File: src/rtl/pipe_addn_tree.sv
// Pipelined adder tree: sums NUM_IN operands of WIDTH bits over $clog2(NUM_IN) registered levels.
// Valid/ready on both sides with bubble-collapsing stalls; `PIPE_ADDN_SIGNED_EN selects signed operands.
module pipe_addn_tree #(
    parameter int WIDTH  = 16,
    parameter int NUM_IN = 4
) (
    input  logic                                 clk,
    input  logic                                 rst_n,
    input  logic                                 in_valid,
    output logic                                 in_ready,
    input  logic [NUM_IN*WIDTH-1:0]              in_data,
    output logic                                 out_valid,
    input  logic                                 out_ready,
    output logic [WIDTH+$clog2(NUM_IN)-1:0]      out_sum
);

    localparam int LAT = $clog2(NUM_IN);
    localparam int SW  = WIDTH + LAT;
    localparam int NP  = 1 << LAT;

    logic [SW-1:0]  lvl0 [NP];
    logic [LAT:1]   vld_q;
    logic [LAT:1]   vld_d;
    logic [LAT:0]   vld_up;
    logic [LAT+1:1] rdy;

    // Missing tree inputs are zero in both builds; a zero partner makes an odd
    // leftover pass through its level unchanged.
    for (genvar i = 0; i < NP; i++) begin : g_ext
        if (i < NUM_IN) begin : g_op
`ifdef PIPE_ADDN_SIGNED_EN
            assign lvl0[i] = {{LAT{in_data[i*WIDTH+WIDTH-1]}}, in_data[i*WIDTH +: WIDTH]};
`else
            assign lvl0[i] = {{LAT{1'b0}}, in_data[i*WIDTH +: WIDTH]};
`endif
        end else begin : g_pad
            assign lvl0[i] = '0;
        end
    end

    assign rdy[LAT+1] = out_ready;
    for (genvar k = 1; k <= LAT; k++) begin : g_rdy
        assign rdy[k] = !vld_q[k] || rdy[k+1];
    end

    assign vld_up = {vld_q, in_valid};

    always_comb begin
        vld_d = vld_q;
        for (int k = 1; k <= LAT; k++) begin
            if (rdy[k]) begin
                vld_d[k] = vld_up[k-1];
            end
        end
    end

    always_ff @(posedge clk or negedge rst_n) begin
        if (!rst_n) begin
            vld_q <= '0;
        end else begin
            vld_q <= vld_d;
        end
    end

    // Partial sums are held at SW bits; the upper bits of early levels are
    // pure extension and are never exceeded by the sums they carry.
    for (genvar k = 1; k <= LAT; k++) begin : g_lvl
        localparam int N = NP >> k;

        logic [SW-1:0] src   [2*N];
        logic [SW-1:0] sum_q [N];
        logic [SW-1:0] sum_d [N];

        if (k == 1) begin : g_src_in
            for (genvar i = 0; i < 2*N; i++) begin : g_s
                assign src[i] = lvl0[i];
            end
        end else begin : g_src_lvl
            for (genvar i = 0; i < 2*N; i++) begin : g_s
                assign src[i] = g_lvl[k-1].sum_q[i];
            end
        end

        always_comb begin
            for (int i = 0; i < N; i++) begin
                sum_d[i] = sum_q[i];
                if (rdy[k]) begin
                    sum_d[i] = src[2*i] + src[2*i+1];
                end
            end
        end

        always_ff @(posedge clk or negedge rst_n) begin
            if (!rst_n) begin
                for (int i = 0; i < N; i++) begin
                    sum_q[i] <= '0;
                end
            end else begin
                for (int i = 0; i < N; i++) begin
                    sum_q[i] <= sum_d[i];
                end
            end
        end
    end

    assign in_ready  = rdy[1];
    assign out_valid = vld_q[LAT];
    assign out_sum   = g_lvl[LAT].sum_q[0];

endmodule

File: config.mk
export PLATFORM = sky130hd
export DESIGN_NAME = pipe_addn_tree
export DESIGN_NICKNAME = d
export VERILOG_FILES = /design/src/rtl/pipe_addn_tree.sv
export SDC_FILE = /design/constraint.sdc
export NUM_CORES = 1
export LEC_CHECK = 0
export CORE_ASPECT_RATIO = 0.8
export CORE_MARGIN = 2
export CORE_UTILIZATION = 57
export DETAILED_ROUTE_END_ITERATION = 8
export GPL_TIMING_DRIVEN = 1
export PLACE_DENSITY = 0.9
export SETUP_SLACK_MARGIN = 0.05
export SLEW_MARGIN = 0
export SYNTH_ARGS = -nofsm -noshare
export SYNTH_HDL_FRONTEND = slang
export SYNTH_SLANG_ARGS = --single-unit
export TNS_END_PERCENT = 10
File: constraint.sdc
create_clock -name clk -period 5.9 [get_ports clk]
set_input_delay 1.475 -clock clk [delete_from_list [all_inputs] [get_ports clk]]
set_output_delay 1.475 -clock clk [all_outputs]
set_load 0.1 [all_outputs]
==> results of run 1 <==
==> placed cells by master (no fill, tap or decap), types with 2 or more instances in the layout <==
| master | count |
|---|---|
| o21ai_0 | 29 |
| or3_1 | 3 |
| clkdlybuf4s50_1 | 85 |
| and2_1 | 4 |
| o211a_1 | 2 |
| o211ai_1 | 7 |
| inv_1 | 13 |
| o21bai_1 | 5 |
| clkinv_2 | 2 |
| nand4_1 | 3 |
| a21oi_1 | 57 |
| fa_1 | 3 |
| mux2i_1 | 4 |
| nor2_1 | 41 |
| o221ai_1 | 2 |
| a31oi_1 | 6 |
| buf_4 | 4 |
| nor2b_1 | 4 |
| nand2b_1 | 7 |
| a21o_1 | 14 |
| nand2_1 | 55 |
| nor3_1 | 7 |
| o21a_1 | 5 |
| clkbuf_8 | 5 |
| xor2_1 | 12 |
| xnor2_1 | 22 |
| o21ai_1 | 16 |
| dfrtp_1 | 54 |
| nand3_1 | 10 |
| a31o_2 | 2 |
| and3_1 | 4 |
| nor3b_1 | 3 |
| a211oi_1 | 7 |
| ha_1 | 49 |
| o31ai_1 | 5 |
==> power groups by stage <==
stage	Combinational [mW]	Sequential, mW	Clock (mW)
6_report	1.34	0.553	0.248
3_5_place_dp	1.32	0.561	0
4_1_cts	1.33	0.554	0.249
3_3_place_gp	1.30	0.554	0
2_1_floorplan	0.576	0.982	0
5_1_grt	1.44	0.566	0.263
==> area by class of cell <==
| cell class | instances | area [um2] |
|---|---|---|
| Sequential cell | 54 | 1351 |
| Timing Repair Buffer | 91 | 905.9 |
| Tap cell | 90 | 112.6 |
| Clock inverter | 3 | 40.04 |
| Fill cell | 552 | 1979 |
| Inverter | 14 | 52.55 |
| Multi-Input combinational cell | 412 | 2811 |
| Clock buffer | 5 | 68.82 |
==> per-layer routing <==
layer | global-route usage (%) | vias to the layer above | routed length [um]
met4 | 7.397 | 0 | 150
met2 | 44.27 | 139 | 4900
li1 | - | 1970 | -
met5 | 0 | - | 0
met3 | 3.234 | 20 | 493
met1 | 35.42 | 1823 | 4736
==> state kept, by name, summed over array words and instances (netlist names) <==
| signal | cells |
|---|---|
| out_sum | 18 |
| vld_q | 2 |
| g_lvl.sum_q | 34 |
==> kinds of logic after synthesis <==
group,count (synthesis),synth area share (%)
compound gates,173,25.88
simple gates,149,16.20
flops,54,31.58
fa+ha+maj,52,15.73
xor+xnor,34,6.959
buf+inv,29,2.719
mux,4,0.9357
==> through the flow <==
step	util (%)	std cells	worst slack, ns
6_report	72.97	669	1.401
5_1_grt	72.97	669	1.302
4_1_cts	72.97	669	1.406
3_5_place_dp	71.48	661	1.432
3_3_place_gp	71.48	661	1.449
2_1_floorplan	-	495	1.736
==> worst register-to-register path: stages, from the launching register on <==
cell	delay [ns]
dfrtp_1	0.39
ha_1	0.20
inv_1	0.06
fa_1	0.43
nor2b_4	0.17
o31ai_4	0.07
a21oi_2	0.26
nand2_1	0.16
a2111o_1	0.45
nand3_1	0.08
==> worst max-delay path by stage <==
stage / from / to / slack (ns) / cells past startpoint
5_1_grt: out_ready / in_ready / 1.30 / 7
3_3_place_gp: out_ready / in_ready / 1.45 / 7
2_1_floorplan: out_ready / in_ready / 1.74 / 7
6_report: out_ready / in_ready / 1.40 / 7
4_1_cts: out_ready / in_ready / 1.41 / 7
3_5_place_dp: out_ready / in_ready / 1.43 / 7
==> reports/results.ini, run 1 <==
[run_status]
status=completed

[yosys]
syn_area_um2=4279
synth_top_area_share_pct=31.58
synth-async-reset-ratio_pct=100.0
netlist-cell-type-count=59
synth-main-ff-cell=dfrtp_1
synth_edf_count=0
syn_inst=495
synthTopCellsByCount=57 x a21oi_1, 55 x nand2_1, 54 x dfrtp_1
avgSynthCellArea_um2=8.645
synth_fp_nets=615
netlist_top_cells_area=dfrtp_1 32%, ha_1 14%, a21oi_1 6.7%
ys_seq_elements=54
ys_seq_area_share_pct=31.58
synth.most_common_cell=a21oi_1
synth_warnings=0
synth_top_area_cell=dfrtp_1

[clock_network]
cts_root_buffer=clkbuf_8
hold_buffers=0
clock_path_buffers=2
post_cts_buffers=0
cts_made_buffers=5
clock-sinks=54
cts_tree=done
htreeDepth=2
clk_latency_ns=0.31
postCtsResizedCells=0
path_clk_slew_ns=0.09

[setup_path]
crit_path_max_incr_delay_ns=0.42
critPathKind=primary input to output port
crit_chain=clkdlybuf4s50_1, nor2b_1, buf_4, and2_1, buf_4, inv_2, buf_12
end_kind=output port
r2r_start=g_lvl[1].sum_q[0]$_DFFE_PN0P_
worstSetupStartpointType=primary input
r2r-end=out_sum[16]$_DFFE_PN0P_
reg2reg_depth=9
cp.arrival_ns=3.02
cp.required_ns=4.43
critPathMaxFanout=37
cpMostUsedCell=buf_4
cpLargestDelayFamily=buffers and inverters
path_buf_inv=5
r2r_setup_slack_ns=3.56
slowest_stage=clkdlybuf4s50_1

[floorplanning]
core_area_um2=7322
rows=28
start_util_pct=58.44
ios=88
die_height_um=81.50
die_area_um2=8220
die_w_um=100.9

[sta]
setup_viol=0
finalCriticalPeriod_ns=4.499
worst_hold_slack_ns=0.4815
slew_headroom_pct=35.10
worst_pin_slew_ns=0.9705
timing.fmax_mhz=222.3
rsz0062_at_grt=no
slew_viol_final=0
final-hold-violation-count=0
skew_ns=0.005090
setup_tns_ns=0
finalCritPeriodShare_pct=76.26

[grt]
grt_max_degree=55
grt_use_total_pct=26.08
grt_antenna_before_repair=0
grt_pass1_wl_um=17250
grt.overflow.total=0
grt_pass1_vias=3851

[finish]
stdcell_area_um2=5343
nets=698
diodes=0
drive_gt1_share_pct=4.663
areaGrowthSynthToFinish_pct=24.85

[drt]
drt_iter0_drc=247
vias=3952
post_drt_via_cell_ratio=5.907
ant_nets=0
post-route-drc-count=0
wirelength_um=10280
avgRoutedWirePerCell_um=15.37
first_pass_iters=5

[power]
clkPwrFrac_pct=11.6
worst_ir_drop_vdd_v=0.0003141
swShare_pct=50.90
p_sw_mw=1.087
p_per_area_nw_per_um2=399.9
combPwrFrac_pct=62.5
internal_power_mw=1.049
power_mw=2.137
p_leak_nw=2.300
seqPwrFrac_pct=25.9

[hold_path]
min_path_type=flop to flop
hold_path_depth=2
min_to=out_sum[0]$_DFFE_PN0P_
worstHoldStart=out_sum[0]$_DFFE_PN0P_

[placed_design]
dp_hpwl_um=8095
placed_area_um2=5234
port_buffers=87
gp_congestion=0.9433

[job]
maxCapViolations=0

Note: power is estimated with default switching activity, not from simulation.
==> inputs of run 2 (changes only) <==
- CORE_UTILIZATION: 57 -> 53
- PLACE_DENSITY: 0.9 -> 0.84
- clock period: 5.9 -> 4.3 ns (I/O delays scaled with it)
==> run 2 against run 1 <==
- sequential share of layout area decreased by 0.094 points
- clock power increased by 35%
- flip-flop and latch count unchanged
- via count about the same
- global-route usage decreased by 3.2 points
- register-to-register slack got worse by 1.6 ns
- critical path type unchanged
==> reports/results.ini, run 2 (synthesis results as in run 1) <==
[run_status]
status=completed

[setup_path]
worstSetupStartpointType=primary input
reg2reg_depth=9  ; unchanged
path_buf_inv=4  ; -1
crit_path_max_incr_delay_ns=0.41  ; about the same
r2r-end=out_sum[16]$_DFFE_PN0P_
r2r_setup_slack_ns=1.98  ; -1.58 ns
cp.required_ns=3.22  ; -1.21 ns
end_kind=output port
worstSetupPathDepth=6  ; -1
critPathMaxFanout=18  ; -51%
slowest_stage=clkdlybuf4s50_1
cp.arrival_ns=2.25  ; -0.77 ns
r2r_start=g_lvl[1].sum_q[0]$_DFFE_PN0P_
critPathKind=primary input to output port
crit_chain=clkdlybuf4s50_1, nor2b_1, buf_4, and2_1, inv_2, buf_12
cpLargestDelayFamily=buffers and inverters

[power]
p_per_area_nw_per_um2=546.0  ; +37%
worst_ir_drop_vdd_v=0.0004441  ; +41%
power_mw=2.928  ; +37%
p_leak_nw=2.295  ; -0.24%

[grt]
grt_pass1_wl_um=16720  ; -3.1%
grt_antenna_before_repair=0  ; unchanged
grt_use_total_pct=22.86  ; -3.2 points
grt.overflow.total=0  ; unchanged
grt_max_degree=40  ; -27%
grt_pass1_vias=3686  ; -4.3%

[clock_network]
cts_tree=done
cts_made_buffers=5  ; unchanged
postCtsResizedCells=0  ; unchanged
clock-sinks=54  ; unchanged
path_clk_slew_ns=0.10  ; about the same
clk_latency_ns=0.31  ; about the same
hold_buffers=0  ; unchanged
htreeDepth=2  ; unchanged
cts_root_buffer=clkbuf_8
post_cts_buffers=0  ; unchanged
clock_path_buffers=2  ; unchanged

[finish]
multi_input_area_um2=2811  ; unchanged
largest_register=g_lvl.sum_q
layout_commonest_cell=clkdlybuf4s50_1
diodes=0  ; unchanged
drive_gt1_share_pct=4.318  ; -0.35 points
ff_latch_area_um2=1351  ; unchanged
final_cell_mix=85 x clkdlybuf4s50_1, 57 x a21oi_1, 55 x nand2_1
nets=698  ; unchanged
largest_reg_flops=34  ; unchanged
nFillCells=633  ; +15%
areaGrowthSynthToFinish_pct=25.32

[hold_path]
min_to=vld_q[2]$_DFFE_PN0P_
worstHoldStart=vld_q[1]$_DFFE_PN0P_
hold_path_depth=1  ; -1
min_path_type=flop to flop

[floorplanning]
core_area_um2=7874  ; +7.5%
ios=88  ; unchanged
start_util_pct=54.35  ; -4.1 points
die_area_um2=8813  ; +7.2%
rows=29  ; +3.6%
die_height_um=84.37  ; +3.5%
die_w_um=104.5  ; +3.6%

[placed_design]
dp_hpwl_um=8083  ; -0.14%
port_buffers=87  ; unchanged
pre_cts_ws_ns=0.8730  ; -0.5595 ns
gp_congestion=1.016  ; +7.7%

[sta]
worst_pin_slew_ns=0.9783  ; +0.007833 ns
timing.fmax_mhz=300.9
slew_viol_final=0  ; unchanged
skew_ns=0.008594  ; +0.003503 ns
finalCriticalPeriod_ns=3.323
rsz0062_at_grt=no
setup_tns_ns=0  ; unchanged
slew_headroom_pct=34.57  ; -0.52 points
timing.final.ws_setup_ns=0.9765  ; -0.4243 ns
final-hold-violation-count=0  ; unchanged
finalCritPeriodShare_pct=77.29
setup_viol=0  ; unchanged

[drt]
avgRoutedWirePerCell_um=14.70  ; -4.4%
post-route-drc-count=0  ; unchanged
ant_nets=0  ; unchanged
drt_iter0_drc=254  ; +2.8%
wirelength_um=10100  ; -1.8%
vias=3951  ; -0.025%
first_pass_iters=5  ; unchanged
post_drt_via_cell_ratio=5.751  ; -2.6%

[job]
maxCapViolations=0  ; unchanged

==> run 2: cell count changes in the layout (fill, tap and decap cells not counted), sizes merged <==
cell    delta
clkbuf     +2
clkinv     -2
==> run 2: worst max-delay path by stage <==
stage	from	end	slack, ns
floorplan	out_ready	in_ready	0.94
global placement	in_data[0]	g_lvl[1].sum_q[32]$_DFFE_PN0P_	0.92
detailed placement	in_data[0]	g_lvl[1].sum_q[32]$_DFFE_PN0P_	0.87
CTS	out_ready	in_ready	0.97
global route	out_ready	in_ready	0.91
finish	out_ready	in_ready	0.98
==> run 2: cell type report <==
| class | count | share of cell area, % |
|---|---|---|
| inverter | 14 | 0.9799 |
| sequential | 54 | 25.20 |
| multi-input combinational | 412 | 52.43 |
| clock inverter | 1 | 0.5600 |
| clock buffer | 7 | 1.423 |
| timing repair buffer | 91 | 16.89 |
| tap | 108 | 2.520 |
==> run 2: power by group <==
part	switching, mW	internal, mW	total [mW]	leakage (nW)
Combinational	1.23	0.606	1.83	1.61
Clock	0.159	0.174	0.334	0.0524
Sequential	0.0987	0.663	0.762	0.628
Total	1.49	1.44	2.93	2.29
==> run 2: stage by stage <==
step                      util, %  std cells  hold slack (ns)  cell area, um2
after floorplan                 -        495           0.4252            4279
final                       68.11        687           0.4680            5363
after global routing        68.11        687           0.4888            5363
after CTS                   68.11        687           0.4749            5363
after global placement      66.76        679           0.4476            5256
after detailed placement    66.76        679           0.4495            5256
==> run 2: metal layers <==
layer	global-route usage [%]	wire length [um]
met1	31.53	4593
met4	5.774	130
met2	37.79	4680
met3	3.727	692
met5	0	0
==> inputs of run 3 (changes only) <==
- clock period: 4.3 -> 3.3 ns (I/O delays scaled with it)
==> run 3 against run 2 <==
- worst setup slack got worse by 0.58 ns
- utilization decreased by 0.56 points
- largest cell class unchanged
- largest power group unchanged
- hold slack got worse by 0.0041 ns
- combinational power increased by 28%
- flip-flop and latch count unchanged
- register-to-register slack got worse by 0.99 ns
- sequential share of layout area increased by 0.21 points
- routed wire length about the same
- global-route usage decreased by 0.093 points
- power increased by 29%
- highest routed layer unchanged
- design area decreased by 0.82%
==> reports/results.ini, run 3 (synthesis results as in run 1) <==
[sta]
setup_viol=0  ; unchanged
timing.final.ws_setup_ns=0.3942  ; -0.5823 ns
slew_headroom_pct=47.95  ; +13 points
setup_tns_ns=0  ; unchanged
finalCriticalPeriod_ns=2.906
worst_pin_slew_ns=0.7807  ; -0.1976 ns
timing.fmax_mhz=344.1
slew_viol_final=0  ; unchanged
finalCritPeriodShare_pct=88.05
final-hold-violation-count=0  ; unchanged
skew_ns=0.006960  ; -0.001634 ns
rsz0062_at_grt=no
worst_hold_slack_ns=0.4639  ; -0.004088 ns

[finish]
layout_commonest_cell=clkdlybuf4s50_1
final_cell_mix=66 x clkdlybuf4s50_1, 57 x a21oi_1, 55 x nand2_1
stdcell_area_um2=5319  ; -0.82%
diodes=0  ; unchanged
nFillCells=648  ; +2.4%
areaGrowthSynthToFinish_pct=24.30
largest_reg_flops=34  ; unchanged
nets=698  ; unchanged
largest_register=g_lvl.sum_q
drive_gt1_share_pct=7.945  ; +3.6 points

[drt]
vias=3953  ; +0.051%
first_pass_iters=5  ; unchanged
post-route-drc-count=0  ; unchanged
ant_nets=0  ; unchanged
wirelength_um=10100  ; about the same
drt_iter0_drc=250  ; -1.6%
avgRoutedWirePerCell_um=14.71  ; about the same
post_drt_via_cell_ratio=5.754  ; about the same

[floorplanning]
rows=29  ; unchanged
core_area_um2=7874  ; unchanged
die_area_um2=8813  ; unchanged
die_w_um=104.5  ; unchanged
die_height_um=84.37  ; unchanged
start_util_pct=54.35  ; unchanged
ios=88  ; unchanged

[setup_path]
cp.required_ns=3.49  ; +0.27 ns
worstSetupStartpointType=primary input
critPathKind=primary input to flop
critPathMaxFanout=5  ; -13
cp.arrival_ns=3.09  ; +0.84 ns
end_kind=flop

[job]
maxCapViolations=0  ; unchanged

[clock_network]
clock-sinks=54  ; unchanged
cts_made_buffers=5  ; unchanged
clk_latency_ns=0.32  ; about the same
post_cts_buffers=0  ; unchanged
hold_buffers=0  ; unchanged
htreeDepth=2  ; unchanged
clock_path_buffers=2  ; unchanged
cts_root_buffer=clkbuf_8
cts_tree=done
postCtsResizedCells=0  ; unchanged
path_clk_slew_ns=0.10  ; about the same

[grt]
grt.overflow.total=0  ; unchanged
grt_util_met2_pct=38.09  ; +0.30 points
grt_pass1_wl_um=16600  ; -0.70%
met3_usage_pct=3.261  ; -0.47 points
grt_max_degree=40  ; unchanged
gr-max-usage-layer=met2
grt_pass1_vias=3742  ; +1.5%
grt_antenna_before_repair=0  ; unchanged
gr-usage-met1_pct=31.03  ; -0.50 points
grt_use_total_pct=22.77  ; -0.093 points

[placed_design]
dp_hpwl_um=8031  ; -0.64%
pre_cts_ws_ns=0.1057  ; -0.7673 ns
port_buffers=87  ; unchanged
placed_area_um2=5209  ; -0.90%
gp_congestion=1.002  ; -1.4%

[power]
p_leak_nw=2.316  ; +0.93%
combPwrFrac_pct=62.4  ; -0.2 points
seqPwrFrac_pct=26.2  ; +0.2 points
clkPwrFrac_pct=11.3  ; about the same
p_sw_mw=1.942  ; +31%
worst_ir_drop_vdd_v=0.0006433  ; +45%
p_per_area_nw_per_um2=708.8  ; +30%
swShare_pct=51.52  ; +0.80 points
power_mw=3.770  ; +29%
internal_power_mw=1.828  ; +27%

[hold_path]
min_path_type=flop to flop

[run_status]
status=completed

[run 3: path summary, 6_finish.rpt]
path	startpoint	to	slack, ns	cells after the start
hold reg to reg	vld_q[1]$_DFFE_PN0P_	vld_q[2]$_DFFE_PN0P_	0.46	1
max in group asynchronous	rst_n	g_lvl[1].sum_q[3]$_DFFE_PN0P_	2.03	2
setup reg to reg	g_lvl[1].sum_q[0]$_DFFE_PN0P_	out_sum[16]$_DFFE_PN0P_	0.99	9
setup / recovery	in_data[0]	g_lvl[1].sum_q[30]$_DFFE_PN0P_	0.39	9
min in group asynchronous	rst_n	out_sum[15]$_DFFE_PN0P_	0.50	1
hold / removal	vld_q[1]$_DFFE_PN0P_	vld_q[2]$_DFFE_PN0P_	0.46	1
[run 3: final cells by class]
cell class | count | area [um2] | area share (%)
multi-input combinational | 412 | 2811 | 52.86
sequential | 54 | 1351 | 25.41
timing repair buffer | 91 | 858.3 | 16.14
tap | 108 | 135.1 | 2.541
clock buffer | 8 | 110.1 | 2.070
inverter | 14 | 52.55 | 0.9880
[run 3: power groups by stage]
stage	clock, mW	combinational [mW]	sequential, mW
finish	0.427	2.35	0.989
global route	0.455	2.51	1.01
CTS	0.430	2.34	0.990
detailed placement	0	2.32	1.00
global placement	0	2.28	0.994
floorplan	0	1.03	1.76
[run 3: layer usage]
metal  wire length, um  part of all wire (%)
met1              4720                    47
met3               647                   6.4
met4               129                   1.3
met2              4606                    46
met5                 0                     0
[run 3: through the flow]
step	utilization (%)	cells
floorplan	-	495
global placement	66.15	679
detailed placement	66.15	679
CTS	67.55	687
global route	67.55	687
finish	67.55	687
[run 3: critical path: stages]
cell	delay, ns
clkdlybuf4s50_1	0.41
ha_1	0.23
fa_1	0.42
a21o_1	0.24
a221oi_4	0.36
o211ai_1	0.13
a21oi_1	0.21
xor2_1	0.18
a21oi_1	0.08
